## src/rtl/cpu16_pkg.sv

```systemverilog
// Shared definitions for the 16-bit CPU: opcodes, instruction field positions
// and the fetch FSM state encoding.
package cpu16_pkg;

  localparam logic [1:0] OP_R    = 2'b00;
  localparam logic [1:0] OP_ADDI = 2'b01;
  localparam logic [1:0] OP_LW   = 2'b10;
  localparam logic [1:0] OP_SW   = 2'b11;

  localparam int OPCODE_HI = 15;
  localparam int OPCODE_LO = 14;
  localparam int RS_HI     = 13;
  localparam int RS_LO     = 12;
  localparam int RT_HI     = 11;
  localparam int RT_LO     = 10;
  localparam int RD_HI     = 9;
  localparam int RD_LO     = 8;
  localparam int IMM_HI    = 7;
  localparam int IMM_LO    = 0;

  typedef enum logic [1:0] {
    IDLE  = 2'b00,
    REQ   = 2'b01,
    HOLD  = 2'b10,
    FLUSH = 2'b11
  } fetchState_t;

endpackage

```

## src/rtl/pc_counter.sv

```systemverilog
// Program counter register: reset load, redirect load (highest priority after
// reset) and increment. pcNext exposes the value the register takes next edge.
module pc_counter
  import cpu16_pkg::*;
#(
  parameter int                ADDR_W   = 16,
  parameter logic [ADDR_W-1:0] RESET_PC = '0,
  parameter int                PC_INC   = 1
) (
  input  logic              clk,
  input  logic              reset,
  input  logic              loadEn,
  input  logic [ADDR_W-1:0] loadValue,
  input  logic              incEn,
  output logic [ADDR_W-1:0] pc,
  output logic [ADDR_W-1:0] pcNext
);

  localparam logic [ADDR_W-1:0] INC = ADDR_W'(PC_INC);

  always_comb begin
    pcNext = pc;
    if (loadEn) begin
      pcNext = loadValue;
    end else if (incEn) begin
      pcNext = pc + INC;
    end
  end

  always_ff @(posedge clk) begin
    if (reset) begin
      pc <= RESET_PC;
    end else begin
      pc <= pcNext;
    end
  end

endmodule

```

## src/rtl/instr_fetch.sv

```systemverilog
// Fetch stage: drives the imem request/ack handshake, captures the fetched word
// into the instruction register and hands it to decode via valid/ready.
module instr_fetch
  import cpu16_pkg::*;
#(
  parameter int                ADDR_W   = 16,
  parameter logic [ADDR_W-1:0] RESET_PC = '0,
  parameter int                PC_INC   = 1
) (
  input  logic              clk,
  input  logic              reset,
  input  logic              fetch_en,
  input  logic              redirect,
  input  logic [ADDR_W-1:0] redirect_pc,
  output logic              imem_req,
  output logic [ADDR_W-1:0] imem_addr,
  input  logic              imem_ack,
  input  logic [15:0]       imem_rdata,
  output logic              out_valid,
  input  logic              out_ready,
  output logic [15:0]       instr,
  output logic [ADDR_W-1:0] instr_pc,
  output logic [1:0]        opcode,
  output logic [1:0]        rs,
  output logic [1:0]        rt,
  output logic [1:0]        rd,
  output logic [7:0]        imm
);

  fetchState_t       state;
  logic [ADDR_W-1:0] pc;
  logic [ADDR_W-1:0] pcNext;
  logic              incEn;

  // The PC only advances when a non-redirected fetch completes.
  assign incEn = (state == REQ) && imem_ack;

  pc_counter #(
    .ADDR_W  (ADDR_W),
    .RESET_PC(RESET_PC),
    .PC_INC  (PC_INC)
  ) pcCounter (
    .clk      (clk),
    .reset    (reset),
    .loadEn   (redirect),
    .loadValue(redirect_pc),
    .incEn    (incEn),
    .pc       (pc),
    .pcNext   (pcNext)
  );

  // New requests always target pcNext so a same-cycle redirect is honoured.
  always_ff @(posedge clk) begin
    if (reset) begin
      state     <= IDLE;
      imem_req  <= 1'b0;
      imem_addr <= RESET_PC;
      out_valid <= 1'b0;
      instr     <= '0;
      instr_pc  <= '0;
    end else begin
      case (state)
        IDLE: begin
          if (fetch_en) begin
            state     <= REQ;
            imem_req  <= 1'b1;
            imem_addr <= pcNext;
          end
        end
        REQ: begin
          if (imem_ack && redirect) begin
            if (fetch_en) begin
              state     <= REQ;
              imem_addr <= pcNext;
            end else begin
              state    <= IDLE;
              imem_req <= 1'b0;
            end
          end else if (imem_ack) begin
            instr     <= imem_rdata;
            instr_pc  <= pc;
            out_valid <= 1'b1;
            imem_req  <= 1'b0;
            state     <= HOLD;
          end else if (redirect) begin
            state <= FLUSH;
          end
        end
        HOLD: begin
          if (redirect || out_ready) begin
            out_valid <= 1'b0;
            if (fetch_en) begin
              state     <= REQ;
              imem_req  <= 1'b1;
              imem_addr <= pcNext;
            end else begin
              state <= IDLE;
            end
          end
        end
        FLUSH: begin
          if (imem_ack) begin
            if (fetch_en) begin
              state     <= REQ;
              imem_addr <= pcNext;
            end else begin
              state    <= IDLE;
              imem_req <= 1'b0;
            end
          end
        end
        default: state <= IDLE;
      endcase
    end
  end

  assign opcode = instr[OPCODE_HI:OPCODE_LO];
  assign rs     = instr[RS_HI:RS_LO];
  assign rt     = instr[RT_HI:RT_LO];
  assign rd     = instr[RD_HI:RD_LO];
  assign imm    = instr[IMM_HI:IMM_LO];

endmodule

```

## config.mk

```make
export PLATFORM = sky130hd
export DESIGN_NAME = instr_fetch
export DESIGN_NICKNAME = d
export VERILOG_FILES = /design/src/rtl/cpu16_pkg.sv /design/src/rtl/pc_counter.sv /design/src/rtl/instr_fetch.sv
export SDC_FILE = /design/constraint.sdc
export NUM_CORES = 1
export LEC_CHECK = 0
export CORE_ASPECT_RATIO = 2
export CORE_MARGIN = 4
export CORE_UTILIZATION = 45
export CTS_CLUSTER_SIZE = 10
export DETAILED_ROUTE_END_ITERATION = 6
export PLACE_DENSITY = 0.76
export SLEW_MARGIN = 20
export SYNTH_ARGS = -nofsm -noshare
export SYNTH_HDL_FRONTEND = slang
export SYNTH_SLANG_ARGS = --single-unit
```

## constraint.sdc

```tcl
create_clock -name clk -period 3.7 [get_ports clk]
set_input_delay 0.925 -clock clk [delete_from_list [all_inputs] [get_ports clk]]
set_output_delay 0.925 -clock clk [all_outputs]
set_load 0.05 [all_outputs]
```

* Word-level counts from Yosys, hierarchy flattened
Index checks and enable logic that the tools add are counted.
Storage, ports and cells: flip-flop bits (word level) 68, input port bits 38
Operators by class: $add $sub $neg 1, eq/ne operators 11, mux-type cells 26, bitwise gates (word level) 1, reductions and logical operators 10
Operators by type and width (number):
- $mux 16 | 6
- $pmux 16 s4 | 1
- $add 16x1->16 const B | 1
- $mux 2 | 6
- $mux 1 | 10
- $ne 2x2->1 const B | 5
- $reduce_and 3->1 | 3
- $pmux 2 s4 | 1
- $reduce_and 4->1 | 2
- $eq 2x2->1 const B | 2
- $ne 4x3->1 const B | 1
- $pmux 1 s4 | 1
- $ne 3x2->1 const B | 1
- $eq 2x1->1 const B | 1
- $logic_and 1x1->1 | 2
- $logic_not 2->1 | 1
- $ne 2x1->1 const B | 1
- $pmux 1 s2 | 1
- $reduce_bool 2->1 | 1
- $logic_or 1x1->1 | 1
- $not 1->1 | 1

* Depth between registers and ports, before layout
Gate-level depths: netlist (run 1).
word-level depth 7, gate-level depth with buffers 8, gate-level depth less buffers 6

* By module
Synthesis (run 1) repeated with hierarchy kept, for this count alone.
Unflattened totals: cell total of the unflattened synthesis 382, area, all modules 3168.0 um2
By module, submodules not included:
- instr_fetch | times used 1, cells an instance 256, area each 2183.3 um2, sequential area each 1041.0 um2
- pc_counter | times used 1, cells an instance 126, area each 984.7 um2, sequential area each 320.3 um2

* Worst setup path after synthesis (run 1)
Ideal clock, no wire load.
path kind input to register, from input imem_ack, to register imem_addr[13], setup time 0.134 ns, arrival 2.181 ns, required time 3.566 ns, path slack 1.385 ns, stages 6, cells stage by stage buf_6 nand4b_4 or2_4 nor4_4 mux2i_1 a211oi_2
Between the ends: longest elaborated chain between the ends 6, elaborated cells between the ends (all ways) 12
RTL lines:
- from (decl) | line instr_fetch.sv:17 | input logic imem_ack,
- $logic_and 1x1->1 | line instr_fetch.sv:36 | assign incEn = (state == REQ) && imem_ack;
- $mux 16 | line pc_counter.sv:25 | end else if (incEn) begin
- $mux 16 | line pc_counter.sv:23 | if (loadEn) begin
- $mux 16
- $mux 16 (on tied branches) | line instr_fetch.sv:102, instr_fetch.sv:71, instr_fetch.sv:90
- $pmux 16 s4 | line instr_fetch.sv:62 | case (state)
- to (signal assigned) | line instr_fetch.sv:67 | imem_addr <= pcNext;
- to (signal assigned) | line instr_fetch.sv:74 | imem_addr <= pcNext;
- to (signal assigned) | line instr_fetch.sv:105 | imem_addr <= pcNext;
- to (decl) | line instr_fetch.sv:16 | output logic [ADDR_W-1:0] imem_addr,
Several ways; a longest one is shown, not always the timed one. The select of a mux whose other input is x is not followed. A chain may end at the register's enable or synchronous reset.

* Worst setup path after layout (run 1)
Same ends and word-level chain as after synthesis.

==> impl_metrics.yaml, run 1 <==
yosys:
  synth_seq_cells: 68
  synth_area_per_cell_um2: 8.19
  synth_top_area_frac: 0.444
  yosysSeqAreaShare: 0.444
  yosysWarnings: 0
  synth_flop_cell: "dfxtp_1"
  netlist_area_um2: 3060
  post-synth-top-count-cell: "nand2_1"
  synthArstFlopShare: 0
  synth_cell_types: 51
  synthTopCellsByArea: "dfxtp_1, nand2_1, a21oi_1, buf_4, nor2_1"
  syn_nets: 413
  synth_edf_count: 0
  yosysTopAreaCell: "dfxtp_1"
  synth_commonest_cells: "nand2_1, dfxtp_1, a21oi_1, nor2_1, clkbuf_1"
  synthesis.instances: 374
power_and_ir_drop:
  peakVddDrop_v: 0.000350
  power_leakage_nw: 1.59
  fin_total_pwr_mw: 1.87
  power.density_nw_per_um2: 437
sta:
  period_share: 0.703
  setup_ws_ns: 1.10
  hold_viol: 0
  fin_skew_ns: 0.00425
  maxSlewViolCount: 0
  finalSetupTns_ns: 0
  slew_headroom: 0.558
  finalCriticalPeriod_ns: 2.60
  fmaxAchievable_ghz: 0.384
  rsz0062_at_grt: "no"
  setup_viol: 0
  tightest_slew_ns: 0.663
worst_setup_path:
  worstRegToRegCells: 5
  start_kind: "input port"
  cp_max_fo: 6
  arrival_ns: 2.78
  regToRegStartpoint: "state[0]"
  cp.required_ns: 3.88
  path_cells: "clkdlybuf4s50_1, nand4b_4, or2_4, nor4_4, mux2i_1, a211oi_2"
  cp_slowest_cell: "clkdlybuf4s50_1"
  end_kind: "flip-flop"
  crit_type: "input port to flip-flop"
  reg2reg_to: "imem_addr[13]"
  critPathMaxStageDelay_ns: 0.55
  reg2reg_slack_ns: 1.58
die:
  initial_core_util: 0.463
  std_cell_rows: 42
  dieArea_um2: 8270
  io_pins: 104
  die_width_um: 66.4
  fp.dieH_um: 125
  core_area_um2: 6620
global_routing:
  grt-ovfl-total: 0
  grt_start_max_net_pins: 65
  antenna_found_initial: 0
  grt_pass1_vias: 2713
  grt_usage: 0.192
  grt_pass1_wl_um: 12500
cts:
  cts_resized: 0
  htree_num_levels: 3
  cts_tree: "yes"
  cts_buffers: 9
  cts-root-buf: "clkbuf_16"
  postCtsSetupRepairBufs: 0
  clkTransAtPathRegs_ns: 0.05
  clockBufferDepth: 2
  clk_latency_ns: 0.33
  cts.sinks: 68
  hold_buffers: 0
placement:
  port_buffers: 103
  place_ws_ns: 0.754
  gp_congestion: 0.826
  dp_hpwl_um: 5350
job:
  cap_violations: 0
worst_hold_path:
  hold_start: "instr_pc[6]"
  whs_path_depth: 2
  min_to: "instr_pc[6]"
  min_path_type: "flip-flop to flip-flop"
drt:
  vias_per_cell: 5.08
  num_vias: 2767
  routed_wl_um: 7600
  drtIter0Drc: 97
  ant_nets: 0
  dr.pass1.iters: 4
  wl_per_cell_um: 13.9
  drc_errors: 0
layout:
  final_core_util: 0.646
  drive_above_1_share: 0.0744
  finalNetCount: 492
  area_growth_pct: 39.7
  diodes: 0
outcome:
  status: "finished clean"
routing by layer:
layer,wire (um),part of all wire,GRT usage,up-vias
met4,152,0.020,0.0754,0
li1,-,-,-,1402
met2,4040,0.53,0.332,86
met1,2910,0.38,0.211,1267
met5,0,0,0,-
met3,492,0.065,0.0569,12
how the worst max path moves through the flow:
stage	startpoint	endpoint	slack [ns]	cells past startpoint
2_1_floorplan	imem_ack	imem_addr[13]	1.38	6
5_1_grt	imem_ack	imem_addr[10]	0.81	7
6_report	imem_ack	imem_addr[13]	1.10	6
3_5_place_dp	imem_ack	imem_addr[13]	0.75	6
4_1_cts	imem_ack	imem_addr[13]	1.09	6
3_3_place_gp	imem_ack	imem_addr[13]	0.78	6
area by class of cell:
| class | instances | area, um^2 |
|---|---|---|
| Tap cell | 88 | 110 |
| Clock buffer | 13 | 260 |
| Inverter | 6 | 22.5 |
| Timing Repair Buffer | 108 | 1060 |
| Multi-Input combinational cell | 260 | 1450 |
| Fill cell | 596 | 2340 |
| Sequential cell | 68 | 1360 |
| Clock inverter | 2 | 10.0 |
state kept, by name, summed over array words and instances, names as in the netlist:
| name | cells |
|---|---|
| out_valid | 1 |
| pcCounter.pc | 16 |
| imem_req | 1 |
| instr | 16 |
| imem_addr | 16 |
| state | 2 |
| instr_pc | 16 |
per-stage QoR:
| stage | cells | hold WS [ns] | instance area (um^2) |
|---|---|---|---|
| 6_report | 545 | 0.452 | 4280 |
| 5_1_grt | 545 | 0.469 | 4280 |
| 4_1_cts | 545 | 0.455 | 4280 |
| 3_5_place_dp | 530 | 0.446 | 4010 |
| 3_3_place_gp | 530 | 0.441 | 4010 |
| 2_1_floorplan | 374 | 0.441 | 3060 |
cell families after synthesis:
logic type,synth area share
compound gates,0.156
xor+xnor,0.0286
fa+ha+maj,0.00408
buf+inv,0.0825
flops,0.444
mux,0.0265
simple gates,0.258
worst max-delay path: cells and delay by family:
| kind | cells | cell delay (ns) |
|---|---|---|
| AND/OR/NAND/NOR | 3 | 0.91 |
| buffers and inverters | 1 | 0.55 |
| AO/OA/AOI/OAI | 1 | 0.09 |
| multiplexers | 1 | 0.30 |
power by group:
group,internal [mW],leakage [nW],switching (mW)
registers,0.768,0.556,0.0345
clock network,0.484,0.135,0.287
logic,0.120,0.902,0.179
total,1.37,1.59,0.501
cell usage in the layout, fill, tap and decap left out, types with 3 or more instances in the layout:
cell,n
a21oi_1,45
o41ai_1,3
nand3_1,10
dfxtp_1,68
nand2_1,83
xor2_1,7
clkbuf_16,9
and3_1,5
nor2b_1,6
buf_4,5
xnor2_1,3
and2_1,4
nor2_1,28
mux2i_1,7
nand4_1,4
nor3_1,9
o21ai_0,11
clkdlybuf4s50_1,102
inv_1,5
No activity file was read; power rests on OpenSTA's default activity.
==> run 2, diff against run 1 <==
Clock period 3.7 ns to 2.45 ns, I/O delays scaled along.
==> impl_metrics.yaml, run 2 (synthesized netlist as in run 1, its figures left out) <==
sta:
  finalSetupTns_ns: 0
  maxSlewViolCount: 0
  fmaxAchievable_ghz: 0.444
  setup_viol: 0
  fin_skew_ns: 0.00484
  setup_ws_ns: 0.199
  period_share: 0.919
  slew_headroom: 0.642
  finalCriticalPeriod_ns: 2.25
  tightest_slew_ns: 0.535
  hold_viol: 0
  rsz0062_at_grt: "no"
  timing.hold.ws_ns: 0.452
power_and_ir_drop:
  power_leakage_nw: 1.67
  power.density_nw_per_um2: 673
  peakVddDrop_v: 0.000638
worst_setup_path:
  cp_slowest_cell: "clkdlybuf4s50_1"
  end_kind: "flip-flop"
  cp_top_family: "simple AND/OR/NAND/NOR gates"
  regToRegStartpoint: "state[0]"
  critPathBufInv: 2
  cp_max_fo: 7
  cp.required_ns: 2.70
  reg2reg_slack_ns: 0.59
  path_cells: "clkdlybuf4s50_1, buf_4, nand3b_4, nor4_2, nand4_1, and3_1, a211oi_2"
  start_kind: "input port"
  critPathMaxStageDelay_ns: 0.57
  crit_type: "input port to flip-flop"
  reg2reg_to: "imem_addr[13]"
  worstRegToRegCells: 5
  arrival_ns: 2.50
cts:
  cts.sinks: 68
  hold_buffers: 0
  htree_num_levels: 3
  cts_tree: "yes"
  clockBufferDepth: 2
  postCtsSetupRepairBufs: 0
  clk_latency_ns: 0.33
  cts_resized: 0
  cts-root-buf: "clkbuf_16"
  clkTransAtPathRegs_ns: 0.05
  cts_buffers: 9
drt:
  wl_per_cell_um: 14.3
  drtIter0Drc: 168
  num_vias: 2816
  routed_wl_um: 7920
  drc_errors: 0
  dr.pass1.iters: 4
  ant_nets: 0
  vias_per_cell: 5.07
layout:
  final_common_cell: "clkdlybuf4s50_1"
  finalNetCount: 501
  design_area_um2: 4430
  drive_above_1_share: 0.0964
  fill_cells: 593
  layout_common_cells: "clkdlybuf4s50_1, nand2_1, dfxtp_1"
  diodes: 0
  area_growth_pct: 44.6
global_routing:
  grt_usage: 0.200
  grt-ovfl-total: 0
  grt_pass1_vias: 2762
  grt_start_max_net_pins: 65
  grt_pass1_wl_um: 12900
  antenna_found_initial: 0
worst_hold_path:
  min_to: "instr_pc[3]"
  hold_start: "instr_pc[3]"
  whs_path_depth: 2
  min_path_type: "flip-flop to flip-flop"
die:
  dieArea_um2: 8270
  die_width_um: 66.4
  initial_core_util: 0.463
  std_cell_rows: 42
  fp.dieH_um: 125
  core_area_um2: 6620
  io_pins: 104
placement:
  place_ws_ns: -0.111
  port_buffers: 103
  place_area_um2: 4130
  dp_hpwl_um: 5730
  gp_congestion: 0.848
job:
  cap_violations: 0
outcome:
  status: "finished clean"
==> run 2: cell count changes in the layout (fill, tap and decap cells not counted) <==
cell,before,now
buf_12,0,4
bufinv_16,0,1
clkbuf_1,2,1
clkinvlp_4,0,1
buf_4,5,10
==> run 2: layout make-up <==
type	instances	area, um^2	area share
Clock buffer	12	256	0.0579
Clock inverter	4	47.5	0.0107
Inverter	6	22.5	0.00508
Multi-Input combinational cell	260	1450	0.328
Sequential cell	68	1360	0.307
Tap cell	88	110	0.0248
Timing Repair Buffer	117	1180	0.267
==> run 2: worst max path at each step <==
stage               cells after the start       endpoint  slack, ns  startpoint
global route                            7  imem_addr[14]        0.1    imem_ack
CTS                                     7  imem_addr[12]       0.22    imem_ack
floorplan                               6  imem_addr[13]       0.45    imem_ack
detailed placement                      7  imem_addr[14]      -0.11    imem_ack
global placement                        7  imem_addr[14]      -0.09    imem_ack
finish                                  7  imem_addr[12]       0.20    imem_ack
==> run 2: per-layer routing <==
layer	GRT usage	share of wire	vias up
met5	0	0	-
met4	0.0922	0.027	0
met3	0.0587	0.063	17
met2	0.344	0.53	94
met1	0.216	0.38	1286
li1	-	-	1419
==> run 2: stage by stage <==
stage | instances | total power [mW] | util
6_report | 555 | 2.98 | 0.669
3_5_place_dp | 539 | 1.71 | 0.623
4_1_cts | 555 | 3.01 | 0.669
2_1_floorplan | 374 | 1.52 | -
5_1_grt | 555 | 3.09 | 0.669
3_3_place_gp | 539 | 1.70 | 0.623
==> run 2: worst min-delay path, stage by stage, from the launching register on <==
cell     delay (ns)
dfxtp_1        0.30
nand2_1        0.05
a21oi_1        0.05
==> run 2: where the power goes <==
group / switching [mW] / leakage [nW] / total, mW / internal (mW)
Combinational: 0.280 / 0.961 / 0.479 / 0.199
Clock: 0.455 / 0.149 / 1.29 / 0.839
Sequential: 0.0496 / 0.556 / 1.21 / 1.16
Total: 0.784 / 1.67 / 2.98 / 2.20
==> run 3, diff against run 2 <==
Settings changed: REMOVE_ABC_BUFFERS set to 1, SKIP_LAST_GASP set to 1.
==> impl_metrics.yaml, run 3 (synthesized netlist as in run 1, its figures left out) <==
sta:
  setup_viol: 0
  fmaxAchievable_ghz: 0.455
  tightest_slew_ns: 0.546
  hold_viol: 0
  maxSlewViolCount: 0
  fin_skew_ns: 0.00480
  finalCriticalPeriod_ns: 2.20
  slew_headroom: 0.636
  period_share: 0.897
  timing.hold.ws_ns: 0.450
  rsz0062_at_grt: "no"
  finalSetupTns_ns: 0
global_routing:
  grt_usage: 0.194
  grt_start_max_net_pins: 52
  grt_pass1_vias: 2804
  antenna_found_initial: 0
  grt-ovfl-total: 0
  grt_pass1_wl_um: 12700
cts:
  cts_tree: "yes"
  cts.sinks: 68
  clkTransAtPathRegs_ns: 0.05
  hold_buffers: 0
  postCtsSetupRepairBufs: 0
  cts_resized: 0
  cts_buffers: 9
  htree_num_levels: 3
  clk_latency_ns: 0.32
  cts-root-buf: "clkbuf_16"
  clockBufferDepth: 2
placement:
  gp_congestion: 0.780
  port_buffers: 103
  placedCellCount: 540
  dp_hpwl_um: 5820
layout:
  finalNetCount: 502
  fin_cells: 555
  area_growth_pct: 43.8
  drive_above_1_share: 0.0942
  fill_cells: 599
  layout_common_cells: "clkdlybuf4s50_1, nand2_1, dfxtp_1"
  diodes: 0
  final_common_cell: "clkdlybuf4s50_1"
  multi_input_area_um2: 1450
  ff_latch_area_um2: 1360
drt:
  routed_wl_um: 7790
  dr.pass1.iters: 4
  num_vias: 2867
  wl_per_cell_um: 14.0
  drc_errors: 0
  drtIter0Drc: 163
  vias_per_cell: 5.17
  ant_nets: 0
die:
  initial_core_util: 0.463
  std_cell_rows: 42
  fp.dieH_um: 125
  dieArea_um2: 8270
  die_width_um: 66.4
  core_area_um2: 6620
  io_pins: 104
worst_setup_path:
  start_kind: "input port"
  cp_max_fo: 7
  crit_end: "imem_addr[12]"
  regToRegStartpoint: "state[0]"
  worstRegToRegCells: 5
  end_kind: "flip-flop"
  crit_start: "imem_ack"
  reg2reg_to: "imem_addr[13]"
  reg2reg_slack_ns: 0.45
  crit_type: "input port to flip-flop"
  arrival_ns: 2.44
  cp.required_ns: 2.69
power_and_ir_drop:
  peakVddDrop_v: 0.000452
  fin_total_pwr_mw: 2.83
  power.density_nw_per_um2: 643
  power_leakage_nw: 1.66
job:
  cap_violations: 0
worst_hold_path:
  min_path_type: "flip-flop to flip-flop"
outcome:
  status: "finished clean"
==> run 3: stage by stage <==
step / util / area (um^2) / worst slack (ns)
finish: 0.665 / 4410 / 0.252
global placement: 0.625 / 4140 / -0.0560
global route: 0.665 / 4410 / 0.131
floorplan: - / 2830 / 0.355
CTS: 0.665 / 4410 / 0.245
detailed placement: 0.625 / 4140 / -0.0875
==> run 3: critical path, cell delays in order <==
cell             delay [ns]
clkdlybuf4s50_1        0.54
buf_4                  0.19
nand3b_4               0.10
nor4_2                 0.43
nand4_1                0.13
and3_1                 0.22
a211oi_2               0.21
==> run 3: cell type report <==
type                    instances  share of cell area
multi-input cells             260               0.330
flip-flops and latches         68               0.309
repair buffers                118               0.270
clock buffers                  13              0.0591
well taps                      88              0.0250
inverters                       6             0.00511
clock inverters                 2             0.00227
==> run 3: worst min path at each step <==
| stage | endpoint | depth (start not counted) | slack (ns) | from |
|---|---|---|---|---|
| after global routing | instr_pc[7] | 2 | 0.47 | instr_pc[7] |
| after floorplan | instr_pc[15] | 2 | 0.43 | pcCounter.pc[15] |
| after global placement | instr_pc[10] | 2 | 0.44 | instr_pc[10] |
| after detailed placement | instr_pc[10] | 2 | 0.45 | instr_pc[10] |
| final | imem_addr[0] | 2 | 0.45 | imem_addr[0] |
| after CTS | instr_pc[10] | 2 | 0.45 | instr_pc[10] |
==> run 3: power by group <==
group          internal (mW)  switching, mW  leakage, nW
clock network          0.730          0.418        0.135
logic                  0.197          0.277        0.967
registers               1.16         0.0517        0.556
==> run 3: layer usage <==
metal,routed length (um),global-route usage,up-vias
met5,0,0,-
met4,300,0.107,0
met3,316,0.0307,23
met2,4290,0.346,79
met1,2880,0.206,1332
li1,-,-,1433
